[src/rtl/coherence_control_n.sv]
// coherence_control_n: snooping MSI coherence controller and RAM arbiter for CPUS dcaches.
// One granted cache at a time (round-robin). Block transfers are sequenced beat by beat;
// a Modified holder supplies the block directly and the data is written through to RAM.
module coherence_control_n #(
    parameter  int CPUS  = 4,
    parameter  int WORDS = 2,
    parameter  int AW    = 32,
    localparam int BW    = (WORDS > 1) ? $clog2(WORDS) : 1,
    localparam int IW    = $clog2(CPUS)
) (
    input  logic                 CLK,
    input  logic                 nRST,
    input  logic [CPUS-1:0]      dREN,
    input  logic [CPUS-1:0]      dWEN,
    input  logic [CPUS-1:0]      cctrans,
    input  logic [CPUS-1:0]      ccwrite,
    input  logic [CPUS*AW-1:0]   daddr,
    input  logic [CPUS*32-1:0]   dstore,
    output logic [CPUS-1:0]      dwait,
    output logic [CPUS*32-1:0]   dload,
    output logic [CPUS-1:0]      ccwait,
    output logic [CPUS-1:0]      ccinv,
    output logic [CPUS*AW-1:0]   ccsnoopaddr,
    output logic [BW-1:0]        ccbeat,
    output logic                 ramREN,
    output logic                 ramWEN,
    output logic [AW-1:0]        ramaddr,
    output logic [31:0]          ramstore,
    input  logic [31:0]          ramload,
    input  logic                 ramwait
);

    localparam int            OFS       = ((WORDS > 1) ? $clog2(WORDS) : 0) + 2;
    localparam logic [AW-1:0] BASE_MASK = ~((AW'(1) << OFS) - AW'(1));

    typedef enum logic [2:0] {
        IDLE, SNOOP, RD, C2C, DONE, WB, UPG1, UPG2
    } state_t;

    state_t          state_reg, state_next;
    logic [IW-1:0]   grant_reg, grant_next;
    logic [IW-1:0]   req_reg, req_next;
    logic [IW-1:0]   sup_reg, sup_next;
    logic [AW-1:0]   base_reg, base_next;
    logic            trans_reg, trans_next;
    logic [BW-1:0]   beat_reg, beat_next;

    logic [AW-1:0]   daddr_a  [CPUS];
    logic [31:0]     dstore_a [CPUS];
    logic [31:0]     dload_a  [CPUS];
    logic [CPUS-1:0] req_any;
    logic [CPUS-1:0] req_onehot;
    logic [CPUS-1:0] others;
    logic [CPUS-1:0] snoop_hits;
    logic [AW-1:0]   beat_addr;
    logic            last_beat;

    // Flat port vectors viewed as per-cache arrays; every snoop address carries the granted base.
    for (genvar gi = 0; gi < CPUS; gi++) begin : g_cache
        assign daddr_a[gi]                  = daddr[gi*AW +: AW];
        assign dstore_a[gi]                 = dstore[gi*32 +: 32];
        assign dload[gi*32 +: 32]           = dload_a[gi];
        assign ccsnoopaddr[gi*AW +: AW]     = base_reg;
    end

    assign req_any    = dREN | dWEN | cctrans;
    assign req_onehot = CPUS'(1) << req_reg;
    assign others     = ~req_onehot;
    assign snoop_hits = ccwrite & others;
    assign beat_addr  = base_reg + (AW'(beat_reg) << 2);
    assign last_beat  = (beat_reg == BW'(WORDS - 1));
    assign ccbeat     = beat_reg;

    // Transaction state register; reset abandons any block in flight.
    always_ff @(posedge CLK or negedge nRST) begin
        if (!nRST) begin
            state_reg <= IDLE;
            grant_reg <= IW'(CPUS - 1);
            req_reg   <= '0;
            sup_reg   <= '0;
            base_reg  <= '0;
            trans_reg <= 1'b0;
            beat_reg  <= '0;
        end else begin
            state_reg <= state_next;
            grant_reg <= grant_next;
            req_reg   <= req_next;
            sup_reg   <= sup_next;
            base_reg  <= base_next;
            trans_reg <= trans_next;
            beat_reg  <= beat_next;
        end
    end

    // Next-state: round-robin pick in IDLE, snoop resolution, beat sequencing.
    always_comb begin
        logic          found;
        logic [IW-1:0] cand;
        logic [IW-1:0] sup_pick;
        state_next = state_reg;
        grant_next = grant_reg;
        req_next   = req_reg;
        sup_next   = sup_reg;
        base_next  = base_reg;
        trans_next = trans_reg;
        beat_next  = beat_reg;
        found      = 1'b0;
        cand       = '0;
        sup_pick   = '0;
        case (state_reg)
            IDLE: begin
                // Scan starts just after the last served cache, so it is checked last.
                for (int k = 1; k <= CPUS; k++) begin
                    cand = IW'((int'(grant_reg) + k) % CPUS);
                    if (!found && req_any[cand]) begin
                        found      = 1'b1;
                        req_next   = cand;
                        base_next  = daddr_a[cand] & BASE_MASK;
                        trans_next = cctrans[cand];
                        beat_next  = '0;
                        if (dREN[cand])      state_next = SNOOP;
                        else if (dWEN[cand]) state_next = WB;
                        else                 state_next = UPG1;
                    end
                end
            end
            SNOOP: begin
                // Lowest-index Modified holder supplies; MSI allows at most one.
                for (int i = CPUS - 1; i >= 0; i--) begin
                    if (snoop_hits[i]) sup_pick = IW'(i);
                end
                if (|snoop_hits) begin
                    sup_next   = sup_pick;
                    state_next = C2C;
                end else begin
                    state_next = RD;
                end
            end
            RD, C2C, WB: begin
                if (!ramwait) begin
                    if (last_beat) begin
                        beat_next = '0;
                        if (state_reg == WB) begin
                            grant_next = req_reg;
                            state_next = IDLE;
                        end else begin
                            state_next = DONE;
                        end
                    end else begin
                        beat_next = beat_reg + BW'(1);
                    end
                end
            end
            DONE: begin
                grant_next = req_reg;
                state_next = IDLE;
            end
            UPG1: state_next = UPG2;
            UPG2: begin
                grant_next = req_reg;
                state_next = IDLE;
            end
            default: state_next = IDLE;
        endcase
    end

    // Outputs: everyone waits and sees zero load data unless the current state routes to them.
    always_comb begin
        dwait    = '1;
        ccwait   = '0;
        ccinv    = '0;
        ramREN   = 1'b0;
        ramWEN   = 1'b0;
        ramaddr  = '0;
        ramstore = '0;
        for (int i = 0; i < CPUS; i++) dload_a[i] = '0;
        case (state_reg)
            SNOOP: ccwait = others;
            RD: begin
                ccwait           = others;
                ramREN           = 1'b1;
                ramaddr          = beat_addr;
                dload_a[req_reg] = ramload;
                dwait[req_reg]   = ramwait;
            end
            C2C: begin
                // Supplier and requestor advance together, paced by the RAM write-through.
                ccwait           = others;
                ramWEN           = 1'b1;
                ramaddr          = beat_addr;
                ramstore         = dstore_a[sup_reg];
                dload_a[req_reg] = dstore_a[sup_reg];
                dwait[req_reg]   = ramwait;
                dwait[sup_reg]   = ramwait;
            end
            DONE: begin
                if (trans_reg) begin
                    ccinv  = others;
                    ccwait = others;
                end
            end
            WB: begin
                ramWEN         = 1'b1;
                ramaddr        = beat_addr;
                ramstore       = dstore_a[req_reg];
                dwait[req_reg] = ramwait;
            end
            UPG1: ccwait = others;
            UPG2: begin
                ccinv          = others;
                dwait[req_reg] = 1'b0;
            end
            default: ;
        endcase
    end

endmodule

[config.mk]
export PLATFORM = sky130hd
export DESIGN_NAME = coherence_control_n
export DESIGN_NICKNAME = d
export VERILOG_FILES = /design/src/rtl/coherence_control_n.sv
export SDC_FILE = /design/constraint.sdc
export NUM_CORES = 1
export LEC_CHECK = 0
export CORE_AREA = 2 2 249 251
export CTS_CLUSTER_DIAMETER = 120
export DETAILED_ROUTE_END_ITERATION = 10
export DIE_AREA = 0 0 251 253
export PLACE_DENSITY = 0.49
export RECOVER_POWER = 25
export SYNTH_ARGS = -nofsm -noshare
export SYNTH_HDL_FRONTEND = slang
export SYNTH_SLANG_ARGS = --single-unit
[constraint.sdc]
create_clock -name CLK -period 5.55 [get_ports CLK]
set_input_delay 1.665 -clock CLK [delete_from_list [all_inputs] [get_ports CLK]]
set_output_delay 1.665 -clock CLK [all_outputs]
set_load 0.05 [all_outputs]
==> impl_metrics.ini <==
[place]
gp_congestion = 0.8299
io_buffers = 615
dp_hpwl_mm = 45.41
dp.cells = 2402

[timing]
fmax_ghz = 0.1883
rsz0062_at_grt = no
drv_slew = 27
tightest_slew_ns = 1.993
fin_crit_ns = 5.310
final_min_period_over_clock_period = 0.9567
setup_violations = 0
hold_violations = 0
fin_skew_ns = 0.01291
fin_tns_setup_ns = 0
max_slew_margin = -0.3284

[cells_and_area]
final_layout_size_suffix_gt1_frac = 0.2654
largest_register_ffs = 29
nets = 1926
fin_cells = 2414
syn_to_final_growth_pct = 60.73
seq_area_mm2 = 0.001017
multi_input_area_mm2 = 0.007574
fillCellCount = 6563

[global_route]
grt_pass1_vias = 11570
gr-total-overflow = 0
grt_pass1_wl_mm = 82.71
antenna_found_initial = 14
grt_usage = 0.1744
grt_start_max_net_pins = 78

[detailed_routing]
drtPass1Iterations = 6
routed_wl_mm = 58.92
final_antenna_net_count = 0
first_iter_violations = 941
via_count = 12010
via_per_inst = 4.975
drc_errors = 0
routedWlPerCell_um = 24.41

[clock_tree]
cts_tree = yes
hold_buffers = 0
cts-root-buf = clkbuf_16
clk_pin_slew_worst_paths_ns = 0.08
worst_skew_pair.late_latency_ns = 0.32
numCtsBuffers = 5
clock_path_buffers = 2
cts_resized = 0
cts_sinks = 40
post_cts_buffers = 0
h-tree-depth = 2

[critical_path]
rr_startpoint = grant_reg[1]$_DFFE_PN1P_
crit_path_start = dstore[117]
worstSetupPathType = input pin to output pin
worstPathArrival_ns = 3.64
r2r_slack_ns = 2.14
worst_setup_path_start_kind = input pin
crit_path_end_kind = output pin
cp-endpoint = ramstore[21]
crit_fanout = 2
r2r-end = base_reg[28]$_DFFE_PN0P_
cp.required_ns = 3.88
reg2reg_depth = 5

[synth]
ys.flop_type = dfrtp_1
synth.distinct_cells = 60
syn-cell-area_mm2 = 0.009899
async_reset_ff_frac = 1.000
synth_area_per_cell_um2 = 8.468
ys_seq_elements = 40
yosysWarnings = 0
yosysSeqAreaShare = 0.1014
synth_cells = 1169
synth-edff-count = 0

[floorplanning]
die_h_um = 253
boundaryPins = 642
start_util = 0.1622
rows = 91
die_x_um = 251
core_area_mm2 = 0.06103
die_area_mm2 = 0.06350

[status]
status = finished with violations
violations = max-capacitance violations, max-slew violations

[power_and_ir_drop]
leakage_nw = 6.081
vdd_ir_drop_max_mv = 0.4243
powerDensity_mw_per_mm2 = 643.3

[worst_hold_path]
hold_class = flop to flop

[job]
cap_violations = 1
layer usage:
metal,wire (um),vias up,GRT usage
li1,-,5344,-
met1,22850,5918,0.2111
met2,29540,650,0.3070
met3,4963,82,0.04389
met4,1465,16,0.04541
met5,100,-,0
report_power, final:
group	switching (mW)	internal, mW	total (mW)
Combinational	5.77	3.06	8.83
Sequential	0.528	0.448	0.976
Clock	0.168	0.260	0.428
Total	6.46	3.77	10.2
placed cells by master (no fill, tap or decap), types with 5 or more instances in the layout:
cell and n:
clkdlybuf4s50_1 366, buf_4 227, nor2_1 180, mux4_2 124, o22ai_1 65, or3_1 63
nand2_1 59, dlygate4sd3_1 58, a21oi_1 44, a21o_1 34, o221ai_1 34, and3_1 33
dfrtp_1 33, mux2_2 31, and2_1 30, o32ai_1 30, a31oi_1 30, o31a_1 29
conb_1 14, o21ai_0 11, inv_1 10, nor3_1 9, a211oi_1 9, mux2i_1 8
buf_12 7, nand3_1 5, or2_2 5, clkbuf_16 5, dfrtp_2 5
how the worst min path moves through the flow:
| stage | startpoint | endpoint | slack, ns | cells past startpoint |
|---|---|---|---|---|
| after global placement | trans_reg$_DFFE_PN0P_ | trans_reg$_DFFE_PN0P_ | 0.63 | 1 |
| after floorplan | trans_reg$_DFFE_PN0P_ | trans_reg$_DFFE_PN0P_ | 0.50 | 1 |
| after detailed placement | trans_reg$_DFFE_PN0P_ | trans_reg$_DFFE_PN0P_ | 0.65 | 1 |
| after CTS | trans_reg$_DFFE_PN0P_ | trans_reg$_DFFE_PN0P_ | 0.67 | 1 |
| after global routing | ccbeat$_DFFE_PN0P_ | ccbeat$_DFFE_PN0P_ | 0.71 | 2 |
| final | trans_reg$_DFFE_PN0P_ | trans_reg$_DFFE_PN0P_ | 0.67 | 1 |
worst max-delay path: stages:
cell and delay, ns:
clkdlybuf4s50_1 0.44, mux4_2 0.47, and3_1 0.21, a21o_1 0.16
clkdlybuf4s50_1 0.70
kinds of logic (layout without fill, tap and decap cells):
group                     after synthesis  count (layout)  share of synthesized area
and+or+nand+nor                       413             413                     0.2045
AOI/OAI and AO/OA                     311             311                     0.2252
buffers and inverters                 240             678                     0.1422
muxes                                 163             163                     0.3255
DFF                                    40              40                     0.1014
other                                   1              18                  0.0003788
xor gates and xnor gates                1               1                  0.0008849
through the flow:
step / setup WS, ns / hold WS, ns / area (um^2) / power (mW) / util
final: 0.2404 / 0.6697 / 15910 / 10.24 / 0.2607
after global routing: 0.1871 / 0.7147 / 15900 / 10.73 / 0.2606
after CTS: 0.2473 / 0.6669 / 15910 / 10.41 / 0.2606
after detailed placement: 0.2496 / 0.6470 / 15720 / 9.955 / 0.2575
after global placement: 0.2540 / 0.6340 / 15720 / 9.913 / 0.2575
after floorplan: 0.9375 / 0.5037 / 9948 / 7.288 / -
Yosys cell counts, types with 3 or more instances:
cell      number  area [um^2]
nor2b_1        5        31.28
clkbuf_1      79        296.5
nor4_1         4        25.02
nand2b_1       4        25.02
dfrtp_1       38        950.9
o32ai_1       30        262.8
nor3_2         4        40.04
buf_4        107        803.3
nand2_1       59        221.5
and3_1        33        206.5
or3_1         63        394.1
o31a_1        29        254.0
and2_1        30        187.7
nor3_1         9        45.04
nor2_2         3        18.77
o221ai_1      34        297.8
nor2_1       181        679.4
a211oi_1       9        67.56
mux2i_1        8        80.08
a21oi_1       44        220.2
o21ai_0       11        55.05
a22oi_1        3        22.52
nand3_1        5        25.02
o22ai_1       65        406.6
buf_1          5        18.77
mux4_2       124         2793
buf_6          9        101.4
or2_2          5        31.28
buf_2         28        140.1
a31oi_1       30        187.7
inv_1         10        37.54
mux2_2        31        349.1
a21o_1        34        255.2
final cells by class:
type | count | area share
Antenna cell | 4 | 0.0006291
Timing Repair Buffer | 660 | 0.3831
Tap cell | 790 | 0.06212
Inverter | 10 | 0.002359
Sequential cell | 40 | 0.06393
Clock inverter | 2 | 0.003774
Clock buffer | 6 | 0.008099
Multi-Input combinational cell | 902 | 0.4760
(Power assumes the default switching activity.)
